File: src/rtl/ba_pkg.sv
// Shared types and helpers for the arbiter grant responder.
// Latency: n/a (types and pure functions only).
// Backpressure: n/a.
package ba_pkg;

  localparam int NREQ = 4;

  typedef logic [1:0] ba_id_t;

  typedef enum logic [2:0] {IDLE, ISSUE, WAIT, ACK, GAP} ba_resp_state_e;

  // Index of the lowest set bit; 0 when nothing is set.
  function automatic ba_id_t ba_onehot_lsb(input logic [NREQ-1:0] v);
    ba_id_t r;
    r = '0;
    for (int i = NREQ - 1; i >= 0; i--) begin
      if (v[i]) r = ba_id_t'(i);
    end
    return r;
  endfunction

  // True when more than one bit is set.
  function automatic logic ba_is_multihot(input logic [NREQ-1:0] v);
    logic [NREQ-1:0] one;
    one = {{(NREQ-1){1'b0}}, 1'b1};
    return (v & (v - one)) != '0;
  endfunction

endpackage

File: src/rtl/ba_tmo_cnt.sv
// Response timeout down-counter: reloads on clr, counts down while en, flags expiry at zero.
// Latency: expire is decoded from the count register, so it follows clr/en by one cycle.
// Backpressure: none; saturates at zero until reloaded.
module ba_tmo_cnt #(
  parameter int TMO_CYCLES = 64
) (
  input  logic clk,
  input  logic rst_n,
  input  logic clr,
  input  logic en,
  output logic expire
);

  localparam int CW = $clog2(TMO_CYCLES);
  // The last WAIT cycle is the (TMO_CYCLES-1)th, so load TMO_CYCLES-2 and fire at zero.
  localparam logic [CW-1:0] LOAD = CW'(TMO_CYCLES - 2);

  logic [CW-1:0] cnt;

  // Reload on acceptance, then count down once per WAIT cycle.
  always_ff @(posedge clk or negedge rst_n) begin
    if (!rst_n) begin
      cnt <= '0;
    end else if (clr) begin
      cnt <= LOAD;
    end else if (en && (cnt != '0)) begin
      cnt <= cnt - CW'(1);
    end
  end

  assign expire = (cnt == '0);

endmodule

File: src/rtl/ba_resp_4x4.sv
// Grant responder: latches the arbiter winner, issues one request to the target, returns ack/done.
// Latency: ack/done 3 cycles after grant at minimum; next grant sampled 5 cycles after the previous one.
// Backpressure: holds request while tgt_ready=0; a silent target is aborted after TMO_CYCLES in WAIT.
module ba_resp_4x4
  import ba_pkg::*;
#(
  parameter int DW         = 32,
  parameter int TMO_CYCLES = 64
) (
  input  logic               clk,
  input  logic               rst_n,
  input  logic [NREQ-1:0]    grant,
  input  logic [NREQ*DW-1:0] req_data,
  output logic               ack,
  output logic [NREQ-1:0]    done,
  output logic [DW-1:0]      resp_data,
  output logic               err,
  output logic               tgt_valid,
  input  logic               tgt_ready,
  output logic [1:0]         tgt_id,
  output logic [DW-1:0]      tgt_data,
  input  logic               tgt_resp_valid,
  input  logic [DW-1:0]      tgt_resp_data,
  output logic               grant_err
);

  ba_resp_state_e state;
  ba_id_t         id_q;
  logic [DW-1:0]  data_q;
  logic [DW-1:0]  resp_q;
  logic           err_q;
  logic           grant_err_q;
  logic           tmo_clr;
  logic           tmo_en;
  logic           tmo_expire;
  ba_id_t         gid;

  assign gid     = ba_onehot_lsb(grant);
  assign tmo_clr = (state == ISSUE) && tgt_ready;
  assign tmo_en  = (state == WAIT);

  ba_tmo_cnt #(
    .TMO_CYCLES (TMO_CYCLES)
  ) u_tmo (
    .clk    (clk),
    .rst_n  (rst_n),
    .clr    (tmo_clr),
    .en     (tmo_en),
    .expire (tmo_expire)
  );

  // Transaction sequencer: capture winner, issue, await response or timeout, ack, then a guard cycle.
  always_ff @(posedge clk or negedge rst_n) begin
    if (!rst_n) begin
      state       <= IDLE;
      id_q        <= '0;
      data_q      <= '0;
      resp_q      <= '0;
      err_q       <= 1'b0;
      grant_err_q <= 1'b0;
    end else begin
      case (state)
        IDLE: begin
          if (grant != '0) begin
            id_q   <= gid;
            data_q <= req_data[int'(gid)*DW +: DW];
            state  <= ISSUE;
            if (ba_is_multihot(grant)) grant_err_q <= 1'b1;
          end
        end
        ISSUE: begin
          if (tgt_ready) state <= WAIT;
        end
        WAIT: begin
          // A response arriving on the expiry cycle still counts as a normal completion.
          if (tgt_resp_valid) begin
            resp_q <= tgt_resp_data;
            err_q  <= 1'b0;
            state  <= ACK;
          end else if (tmo_expire) begin
            resp_q <= '0;
            err_q  <= 1'b1;
            state  <= ACK;
          end
        end
        ACK: begin
          state <= GAP;
        end
        GAP: begin
          // Response qualifiers are only meaningful alongside done; drop them here.
          resp_q <= '0;
          err_q  <= 1'b0;
          state  <= IDLE;
        end
        default: begin
          state <= IDLE;
        end
      endcase
    end
  end

  assign ack       = (state == ACK);
  assign done      = ack ? (4'b0001 << id_q) : 4'b0000;
  assign resp_data = resp_q;
  assign err       = err_q;
  assign tgt_valid = (state == ISSUE);
  assign tgt_id    = id_q;
  assign tgt_data  = data_q;
  assign grant_err = grant_err_q;

endmodule

File: config.mk
export PLATFORM = sky130hd
export DESIGN_NAME = ba_resp_4x4
export DESIGN_NICKNAME = d
export VERILOG_FILES = /design/src/rtl/ba_pkg.sv /design/src/rtl/ba_tmo_cnt.sv /design/src/rtl/ba_resp_4x4.sv
export SDC_FILE = /design/constraint.sdc
export NUM_CORES = 1
export LEC_CHECK = 0
export CAP_MARGIN = 10
export CELL_PAD_IN_SITES_DETAIL_PLACEMENT = 0
export CELL_PAD_IN_SITES_GLOBAL_PLACEMENT = 1
export CORE_ASPECT_RATIO = 0.9
export CORE_MARGIN = 2
export CORE_UTILIZATION = 29
export CTS_CLUSTER_DIAMETER = 50
export DETAILED_ROUTE_END_ITERATION = 8
export GPL_TIMING_DRIVEN = 0
export PLACE_DENSITY_LB_ADDON = 0.2
export RECOVER_POWER = 25
export SLEW_MARGIN = 15
export SYNTH_ARGS = -nofsm -noshare
export SYNTH_HDL_FRONTEND = slang
export SYNTH_SLANG_ARGS = --single-unit
File: constraint.sdc
create_clock -name clk -period 2.1 [get_ports clk]
set_input_delay 0.42 -clock clk [delete_from_list [all_inputs] [get_ports clk]]
set_output_delay 0.42 -clock clk [all_outputs]
set_load 0.03 [all_outputs]
==> summary.txt, run 1 <==
Status -> finished clean
RSZ-0062 raised after global routing -> false
Crit path from -> state[1]
CTS H-tree lvls -> 3
Chip width -> 143 um
Library cells used by synthesis -> 41
Max cap viols -> 0
Clk slew on worst S/H paths -> 60 ps
Clock Latency Late Sink -> 340 ps
F_max -> 498 MHz
Core Util, Final -> 0.476
Core ar. -> 16900 sq um
Nets -> 1080
Largest net degree at the start of global routing -> 45
Final max-slew violation count -> 0
Rows -> 45
Grt ovf -> 0
Critical path class -> register to output port
Vias per inst -> 4.98
NetSw -> 3960 uW
Setup TNS -> 0 ps
CTS tree -> yes
PwrDens -> 1170 nW/um^2
CP peak stage delay -> 430 ps
Worst min path class -> input pin to asynchronous set/reset pin
Final hold violation count -> 0
Leak -> 0.00326 uW
First-pass GRT wire length -> 29.9 mm
Most common cell after layout, fill and taps aside -> clkdlybuf4s50_1
Number of global-route vias before repair -> 5660
Net count after synthesis -> 827
Clock Path Buffers -> 2
Layout cells sized above 1 -> 0.0886
Number of synthesized register bits -> 77
Internal -> 5430 uW
R2R Setup Slk -> 380 ps
Final Hold Slack -> 182 ps
Worst r2r path cells -> 5
CP Capture Type -> output port
Routed length per instance -> 16.8 um
Clock root cell -> clkbuf_16
Clock share of power -> 0.185
Worst R2R End -> tgt_data[31]
Cell Chain, Critical Path -> buf_2 -> nand2_2 -> nor3_1 -> clkdlybuf4s15_2
Period minus WS final -> 2010 ps
Gr usage total -> 0.207
Area Growth Syn to Fin -> 59.9%
Synthesized instance count -> 657
Gpl congestion -> 0.817
Post-DP HPWL -> 14.4 mm
Combinational Power Share -> 0.551
Most frequent cells in the layout -> clkdlybuf4s50_1, a21oi_1, nor2_1
Sw Ratio -> 0.422
ANT cells -> 0
Initial core utilization -> 0.297
Reg2Reg Launch Point -> state[2]
Fin crit share -> 0.957
Mapped Area -> 5020 sq um
Clk sink count -> 77
Critical Path RT -> 1680 ps
Crit path launch type -> register
Clk_skew -> 7.42 ps
Max VDD drop -> 394 uV
Port Buf Inserts -> 239
TritonCTS buffer count -> 9
Measured slew at the worst slew-check pin -> 908 ps
Starting DRT DRC Count -> 233
Die Y -> 129 um
DIE AREA -> 18400 sq um
Setup-failing EPs final -> 0
CP max FO -> 10
Ys Warns -> 0
Post-route ant nets -> 0
Flop pwr share -> 0.264
Post-synth top flop -> dfrtp_1
Initial antenna violation count -> 0
Sequential area share after synthesis -> 0.383
CP max-delay cell -> dfrtp_1
Routed via count -> 5602
CTS Hold Bufs -> 0
Post-synth EDFFs -> 0
Number of primary I/O pins -> 242
Synthesized area per cell -> 7.65 sq um
Drt pass-1 iters -> 4
Worst Setup EP -> done[0]
Synth async-reset ratio -> 1.00
Relative max-transition margin -> 0.395
Final WL -> 18.9 mm
Worst EP arrival -> 1590 ps
DRC -> 0
==> registers in the layout, summed over array words and instances, names as in the netlist <==
register	cells
err	1
tgt_id	2
state	3
resp_data	32
u_tmo.cnt	6
tgt_data	32
grant_err	1
==> worst min-delay path by stage <==
stage,startpoint,end,depth (start not counted)
6_report,rst_n,resp_data[12],1
3_3_place_gp,grant_err,grant_err,1
5_1_grt,rst_n,resp_data[12],1
3_5_place_dp,rst_n,resp_data[12],1
4_1_cts,rst_n,resp_data[12],1
2_1_floorplan,rst_n,err,0
==> critical path: cells and delay by family, from the launching register on <==
kind | cells | cell delay [ps]
flops | 1 | 430
simple gates | 2 | 250
buf+inv | 2 | 570
==> cells by family after synthesis <==
group | synth area share
muxes | 0.00398
and+or+nand+nor | 0.199
AOI/OAI and AO/OA | 0.309
buffers and inverters | 0.0926
DFF | 0.383
xor gates and xnor gates | 0.00523
adders and majority gates | 0.00697
==> layer usage <==
metal / routed length (um) / global-route usage / vias to the layer above / share of wire
met3: 1720 / 0.0774 / 23 / 0.091
met4: 315 / 0.0559 / 0 / 0.017
li1: - / - / 2808 / -
met2: 8750 / 0.338 / 203 / 0.46
met5: 0 / 0 / - / 0
met1: 8150 / 0.259 / 2568 / 0.43
==> Yosys cell counts (3+ instances only) <==
cell       number  area (sq um)
a21oi_1       134           671
a221oi_1       30           263
a2bb2oi_1      32           280
buf_2          24           120
buf_4           8          60.1
buf_6           6          67.6
clkbuf_1       21          78.8
dfrtp_1        77          1930
inv_1          36           135
nand2_1        77           289
nand2b_1        4          25.0
nor2_1        128           480
nor2b_1         3          18.8
nor3_1          4          20.0
nor3b_1         4          30.0
o31ai_1        33           248
or2_2           4          25.0
or3_1           3          18.8
==> power groups by stage <==
| stage | registers (uW) | clock network (uW) | logic [uW] |
|---|---|---|---|
| after floorplan | 3440 | 0 | 2130 |
| after global placement | 2480 | 0 | 5170 |
| after detailed placement | 2500 | 0 | 5180 |
| after CTS | 2490 | 1780 | 5200 |
| after global routing | 2550 | 1830 | 5610 |
| final | 2480 | 1730 | 5180 |
==> cell type report <==
| class | instances | area [sq um] |
|---|---|---|
| inverter | 36 | 135 |
| timing repair buffer | 242 | 2400 |
| fill | 1700 | 8860 |
| multi-input combinational | 484 | 2650 |
| sequential | 77 | 1930 |
| clock inverter | 5 | 83.8 |
| clock buffer | 10 | 239 |
| tap | 211 | 264 |
| buffer | 60 | 339 |
==> repair_timing <==
action,CTS,global route
buffers inserted,0,2
endpoints found under the setup margin,6,29
pin swaps,0,0
resized for setup,33,10
hold endpoints to repair,0,0
==> metrics by stage <==
step | setup slack (ps) | std cells | cell area [sq um] | total power (uW)
2_1_floorplan | 75.7 | 657 | 5020 | 5580
3_3_place_gp | -2460 | 1107 | 7680 | 7660
3_5_place_dp | -311 | 1108 | 7710 | 7690
4_1_cts | 16.1 | 1123 | 8030 | 9470
5_1_grt | 7.56 | 1125 | 8030 | 10000
6_report | 90.6 | 1125 | 8030 | 9390
Note: power is estimated with default switching activity, not from simulation.
==> inputs of run 2 (changes only) <==
CORE_UTILIZATION = 31   (was 29)
HOLD_SLACK_MARGIN = 0.08   (was unset)
clock period = 2.5 ns   (was 2.1 ns; I/O delays follow)
==> run 2 against run 1 <==
- the run now ends with max-capacitance violations, max-slew violations left
- sequential power is 15% lower
- clock skew rose by 1.4 ps
- via count up 3.6%
- total power shrank 18%
- worst setup slack better by 12 ps
- critical path depth did not move
- register-to-register slack improved by 420 ps
==> summary.txt, run 2 (synthesized netlist as in run 1, its figures left out) <==
Core ar. -> 16000 sq um
Setup TNS -> 0 ps
Clk slew on worst S/H paths -> 70 ps
Status -> finished, violations left
CP Capture Type -> output port
CTS H-tree lvls -> 3
Chip width -> 138 um
PwrDens -> 965 nW/um^2
Post-DP HPWL -> 14.7 mm
Max cap viols -> 1
Fin crit share -> 0.959
Period minus WS final -> 2400 ps
Gpl congestion -> 0.863
CP max FO -> 10
Vias per inst -> 5.18
Port Buf Inserts -> 239
Nets -> 1078
Clk_skew -> 8.83 ps
Largest net degree at the start of global routing -> 51
Routed via count -> 5803
Post-route cell area -> 7960 sq um
DIE AREA -> 17200 sq um
Clock Latency Late Sink -> 340 ps
Setup-failing EPs final -> 0
First-pass GRT wire length -> 30.5 mm
Most common cell after layout, fill and taps aside -> clkdlybuf4s50_1
Number of global-route vias before repair -> 5786
Relative max-transition margin -> -0.00988
Max VDD drop -> 436 uV
Final max-slew violation count -> 29
Fillers -> 1541
RSZ-0062 raised after global routing -> false
ANT cells -> 0
Worst EP arrival -> 1900 ps
Die Y -> 125 um
Register area -> 1930 sq um
Core Util, Final -> 0.497
Crit path launch type -> register
Drt pass-1 iters -> 5
Rows -> 44
Critical path class -> register to output port
Most frequent cells in the layout -> clkdlybuf4s50_1, a21oi_1, nor2_1
Violated checks -> max-capacitance violations, max-slew violations
Gr usage total -> 0.217
Clock Path Buffers -> 2
Starting DRT DRC Count -> 305
Final WL -> 19.2 mm
Area Growth Syn to Fin -> 58.3%
Post-CTS setup buffer count -> 0
Critical Path RT -> 2000 ps
Initial core utilization -> 0.314
Post-route ant nets -> 0
Leak -> 0.00323 uW
Grt ovf -> 0
Layout cells sized above 1 -> 0.0723
Worst min path class -> register to register
Clock root cell -> clkbuf_16
Clk sink count -> 77
Measured slew at the worst slew-check pin -> 1510 ps
CTS tree -> yes
TritonCTS buffer count -> 9
DRC -> 0
Final hold violation count -> 0
F_max -> 417 MHz
Initial antenna violation count -> 0
Number of primary I/O pins -> 242
Multi-input gate area -> 2640 sq um
Post-DP Area -> 7700 sq um
Routed length per instance -> 17.1 um
==> run 2: routing by layer <==
metal,GRT usage,vias up,wire length (um)
li1,-,2801,-
met1,0.278,2745,8210
met2,0.365,243,9230
met5,0,-,0
met3,0.0561,14,1470
met4,0.0576,0,241
==> run 2: critical path: stages, from the launching register on <==
cell	delay [ps]
dfrtp_1	480
buf_2	240
buf_2	210
nor3_1	230
clkdlybuf4s15_1	400
==> run 2: stage by stage <==
step                      cells  hold WS, ps  power [uW]  setup slack, ps
after global placement     1103          460        6370            -1980
final                      1120          477        7670              103
after CTS                  1120         87.6        7730             12.3
after global routing       1120          502        8140             10.9
after detailed placement   1104          449        6470             79.2
after floorplan             657          204        4680              396
==> run 2: area by class of cell <==
class | instances | area share
Tap cell | 207 | 0.0326
Buffer | 60 | 0.0415
Multi-Input combinational cell | 484 | 0.331
Sequential cell | 77 | 0.242
Clock buffer | 12 | 0.0322
Inverter | 36 | 0.0170
Timing Repair Buffer | 240 | 0.300
Clock inverter | 4 | 0.00283
==> run 2: where the power goes <==
group	total (uW)	internal, uW	switching (uW)
clock	1260	722	536
combinational	4300	1880	2420
sequential	2110	1740	369
==> run 2: path summary, 6_finish.rpt <==
path	to	cells past startpoint	slack (ps)	from
hold reg to reg	tgt_data[12]	2	480	tgt_data[12]
max in group asynchronous	tgt_data[4]	2	410	rst_n
setup reg to reg	resp_data[24]	5	800	u_tmo.cnt[2]
setup / recovery	tgt_valid	4	100	state[2]
hold / removal	tgt_data[12]	2	480	tgt_data[12]
min in group asynchronous	resp_data[20]	1	510	rst_n
==> run 2: repair_timing <==
item,CTS,global route
setup endpoints to repair,6,5
gates resized for setup,6,4
hold buffers,0,0
==> variant 1 (flow settings as in run 1) <==
Make the reset (`rst_n`) synchronous in 2 clocked blocks.
--- a/src/rtl/ba_tmo_cnt.sv
+++ b/src/rtl/ba_tmo_cnt.sv
@@ -18,7 +18,7 @@
   logic [CW-1:0] cnt;
 
   // Reload on acceptance, then count down once per WAIT cycle.
-  always_ff @(posedge clk or negedge rst_n) begin
+  always_ff @(posedge clk) begin
     if (!rst_n) begin
       cnt <= '0;
     end else if (clr) begin
--- a/src/rtl/ba_resp_4x4.sv
+++ b/src/rtl/ba_resp_4x4.sv
@@ -50,7 +50,7 @@
   );
 
   // Transaction sequencer: capture winner, issue, await response or timeout, ack, then a guard cycle.
-  always_ff @(posedge clk or negedge rst_n) begin
+  always_ff @(posedge clk) begin
     if (!rst_n) begin
       state       <= IDLE;
       id_q        <= '0;
Check against the original RTL: differs if rst_n is asserted again (counterexample within 4 cycles, from zero or initial values and one cycle with rst_n low); with rst_n held inactive, the same outputs for 10 cycles.
==> variant 1 against run 1 <==
Synthesized area shrank 23%; setup slack gained 0.042 ns; die area is 22% lower; worst hold slack improved by 0.27 ns; routed wire length down 16%; design area is 15% lower; global-route usage rose by 1.2 points; synthesized cell count fell by 20%; via count decreased by 15%; first-iteration DRC count fell by 9.9%; clock skew shrank 0.0011 ns; sequential cell count is the same.
Power is not compared: it rests on default switching activity, and its combinational part moved more than twofold at a synthesized area within 25%.
==> variant 1: results (changes against run 1) <==
Setup path
  – Crit-path max cell delay: 0.34 ns (-0.09 ns)
  – CP startpoint: state[1]$_SDFFE_PN0P_
  – Reg2reg end: resp_data[2]$_SDFFE_PN0P_
  – Crit path DAT: 1.55 ns (-0.04 ns)
  – CP max-delay cell: dfxtp_2
  – FF-to-FF setup slack: 0.23 ns (-0.15 ns)
  – Worst R2R Path Depth: 7 (+2)

STA
  – Fin Clk Skew: 0.00631 ns (-0.00111 ns)
  – Final hold slack: 0.453 ns (+0.271 ns)

Route
  – Routed len/inst: 16.8 µm (-0.46%)
  – Iteration-0 DRC Markers: 210 (-9.9%)

GRT
  – Global-route wire length before repair: 24900 µm (-17%)
  – Largest net degree at the start of global routing: 14 (-69%)

Yosys
  – Top FF cell, synth: dfxtp_1
  – Syn Nets: 693 (-16%)
  – Register area share after synthesis: 39.7% (+1.4 points)
  – Avg Cell Area, Syn: 7.42 µm² (-3.0%)
  – Area contributors post-synth: dfxtp_1 (40%), nand2_1 (13%), a21oi_1 (9.2%)
  – Synth Area in XOR/XNOR: 0.226% (-0.30 points)

Min path
  – Hold Crit Class: register to register

Placed design
  – Placed Cells incl. Taps: 931 (-16%)
  – Cell Area, Placed: 0.00649 mm² (-16%)
  – Port bufs: 240 (+0.42%)

Status
  – Status: finished, final reports clean

Final layout
  – Post-route non-filler standard cell count: 947 (-16%)
  – Layout Nets: 944 (-13%)
  – Layout cells sized above 1: 7.83% (-1.0 points)

CTS
  – Post-CTS sizing: 31 (-6.1%)
-- variant 1: layer usage --
metal | part of all wire, % | global-route usage, % | vias to the layer above | routed length (µm)
met3 | 7.2 | 7.65 | 27 | 1140
met2 | 49 | 37.8 | 165 | 7750
li1 | - | - | 2358 | -
met1 | 41 | 25.3 | 2226 | 6560
met5 | 0 | 0 | - | 0
met4 | 2.6 | 7.33 | 0 | 410
-- variant 1: cell type report --
cell class | instances | area [µm²]
timing repair buffer | 241 | 2390
multi-input combinational | 391 | 2130
inverter | 7 | 26.3
clock buffer | 11 | 253
buffer | 47 | 224
tap | 168 | 210
clock inverter | 5 | 81.3
fill | 1314 | 6350
sequential | 77 | 1540
-- variant 1: cell families (layout without fill, tap and decap cells) --
family	after synthesis	in the layout
buffers and inverters	55	311
and+or+nand+nor	173	173
muxes	2	2
adders and majority gates	3	3
xor gates and xnor gates	1	1
DFF	77	77
AOI/OAI and AO/OA	212	212
==> variant 2 (config.mk and constraints of run 1) <==
Without the edit above. Set the package constant `NREQ` to 3 (it was 4).
--- a/src/rtl/ba_pkg.sv
+++ b/src/rtl/ba_pkg.sv
@@ -3,7 +3,7 @@
 // Backpressure: n/a.
 package ba_pkg;
 
-  localparam int NREQ = 4;
+  localparam int NREQ = 3;
 
   typedef logic [1:0] ba_id_t;
 
Interface: changed (resized done, grant and req_data); port bits go from 242 to 208. No check against the original RTL was run, so the function may have changed too.
==> variant 2 against run 1 <==
The run now ends with max-capacitance violations, max-slew violations left; cell count decreased by 22%; non-clock buffer count decreased by 52; synthesized cell count decreased by 31%; register-to-register slack got worse by 0.10 ns; critical path type unchanged; largest power group unchanged; design area decreased by 14%; sequential cell count unchanged; die area decreased by 15%; setup slack got worse by 0.030 ns; power decreased by 7.0%; highest routed layer unchanged; count of clock-buffer cells in the layout decreased by 1; synthesized area decreased by 15%; routed wire length decreased by 25%.
==> variant 2: results (changes against run 1) <==
Yosys
  – Area contributors post-synth: dfrtp_1 (45%), o21ai_0 (10%), mux2_2 (6.9%)
  – Synth Area in XOR/XNOR: 0.205% (-0.32 points)
  – Cell variety after synth: 49 (+20%)
  – Synth top cells by count: o21ai_0 (86), dfrtp_1 (77), nand2_1 (47)
  – Gate Count Post-Synth: 456 (-31%)
  – Compound-Gate Fraction of Synth Area: 25.3% (-5.6 points)

Status
  – Failing checks: max-capacitance violations, max-slew violations
  – Status: finished, violations left

Setup path
  – FF-to-FF setup slack: 0.28 ns (-0.10 ns)
  – Crit-path max cell delay: 0.39 ns (-0.04 ns)
  – Reg2reg end: resp_data[28]$_DFFE_PN0P_
  – CP startpoint: state[2]$_DFFE_PN0P_
  – Crit path DAT: 1.62 ns (+0.03 ns)
  – Reg2Reg Launch Point: u_tmo.cnt[0]$_DFFE_PN0P_

STA
  – Final Max Slew Viols: 32 (+32)
  – Fin Clk Skew: 0.00493 ns (-0.00249 ns)
  – Peak Freq: 490 MHz (-1.5%)

Flow run
  – Number of max-cap violations: 1 (+1)

Route
  – Post-DR vias/cell: 4.85 (-2.6%)
  – Routed len/inst: 16.1 µm (-4.6%)

Pwr
  – Pleak: 2.70 nW (-17%)
  – VDD IR max: 0.509 mV (+29%)

GRT
  – Gr usage total: 18.3% (-2.4 points)

Final layout
  – Layout Nets: 816 (-24%)
  – Layout cells sized above 1: 14.3% (+5.5 points)

Placed design
  – Placed Cells incl. Taps: 861 (-22%)
[variant 2: cell types whose count changed in the layout (fill, tap and decap cells not counted), sizes merged, moves of 10 or more]
cell / run 1 / this run
a221oi: 30 / 0
a2bb2oi: 32 / 0
nand2: 78 / 48
clkdlybuf4s50: 232 / 200
o211ai: 2 / 34
o21ai: 4 / 90
o22ai: 1 / 26
a21oi: 134 / 9
o31ai: 33 / 1
mux2: 0 / 26
nor2: 128 / 10
buf: 43 / 33
[variant 2: cell type report]
class	instances	area, µm²
fill	1401	7640
clock buffer	9	225
inverter	38	143
tap	198	248
timing repair buffer	212	2090
clock inverter	6	65.1
buffer	38	218
multi-input combinational	303	2000
sequential	77	1930
[variant 2: through the flow]
stage	hold slack, ns	area [µm²]
after floorplan	0.124	4270
after global placement	0.449	6580
after detailed placement	0.394	6610
after CTS	0.0267	6920
after global routing	0.489	6920
final	0.469	6920
[variant 2: what timing repair did]
item	CTS	global route
gates resized for setup	31	5
pin swaps	1	0
endpoints found under the setup margin	5	4
setup buffers	4	1
[variant 2: layer usage]
metal	share of wire [%]	routed length (µm)	up-vias
met5	0	0	-
met4	1.2	170	0
met3	8.0	1140	11
met2	46	6490	167
met1	45	6360	2015
li1	-	-	2078
[variant 2: logic make-up (layout without fill, tap and decap cells)]
family | Yosys count | after routing
muxes | 30 | 30
and+or+nand+nor | 93 | 93
adders and majority gates | 3 | 3
DFF | 77 | 77
xor gates and xnor gates | 1 | 1
buffers and inverters | 76 | 303
AOI/OAI and AO/OA | 176 | 176
[variant 2: power groups by stage]
stage / logic [mW] / registers, mW / clock network (mW)
detailed placement: 4.67 / 2.54 / 0
floorplan: 1.64 / 3.52 / 0
finish: 4.70 / 2.50 / 1.54
CTS: 4.74 / 2.50 / 1.59
global placement: 4.64 / 2.50 / 0
global route: 5.08 / 2.58 / 1.64
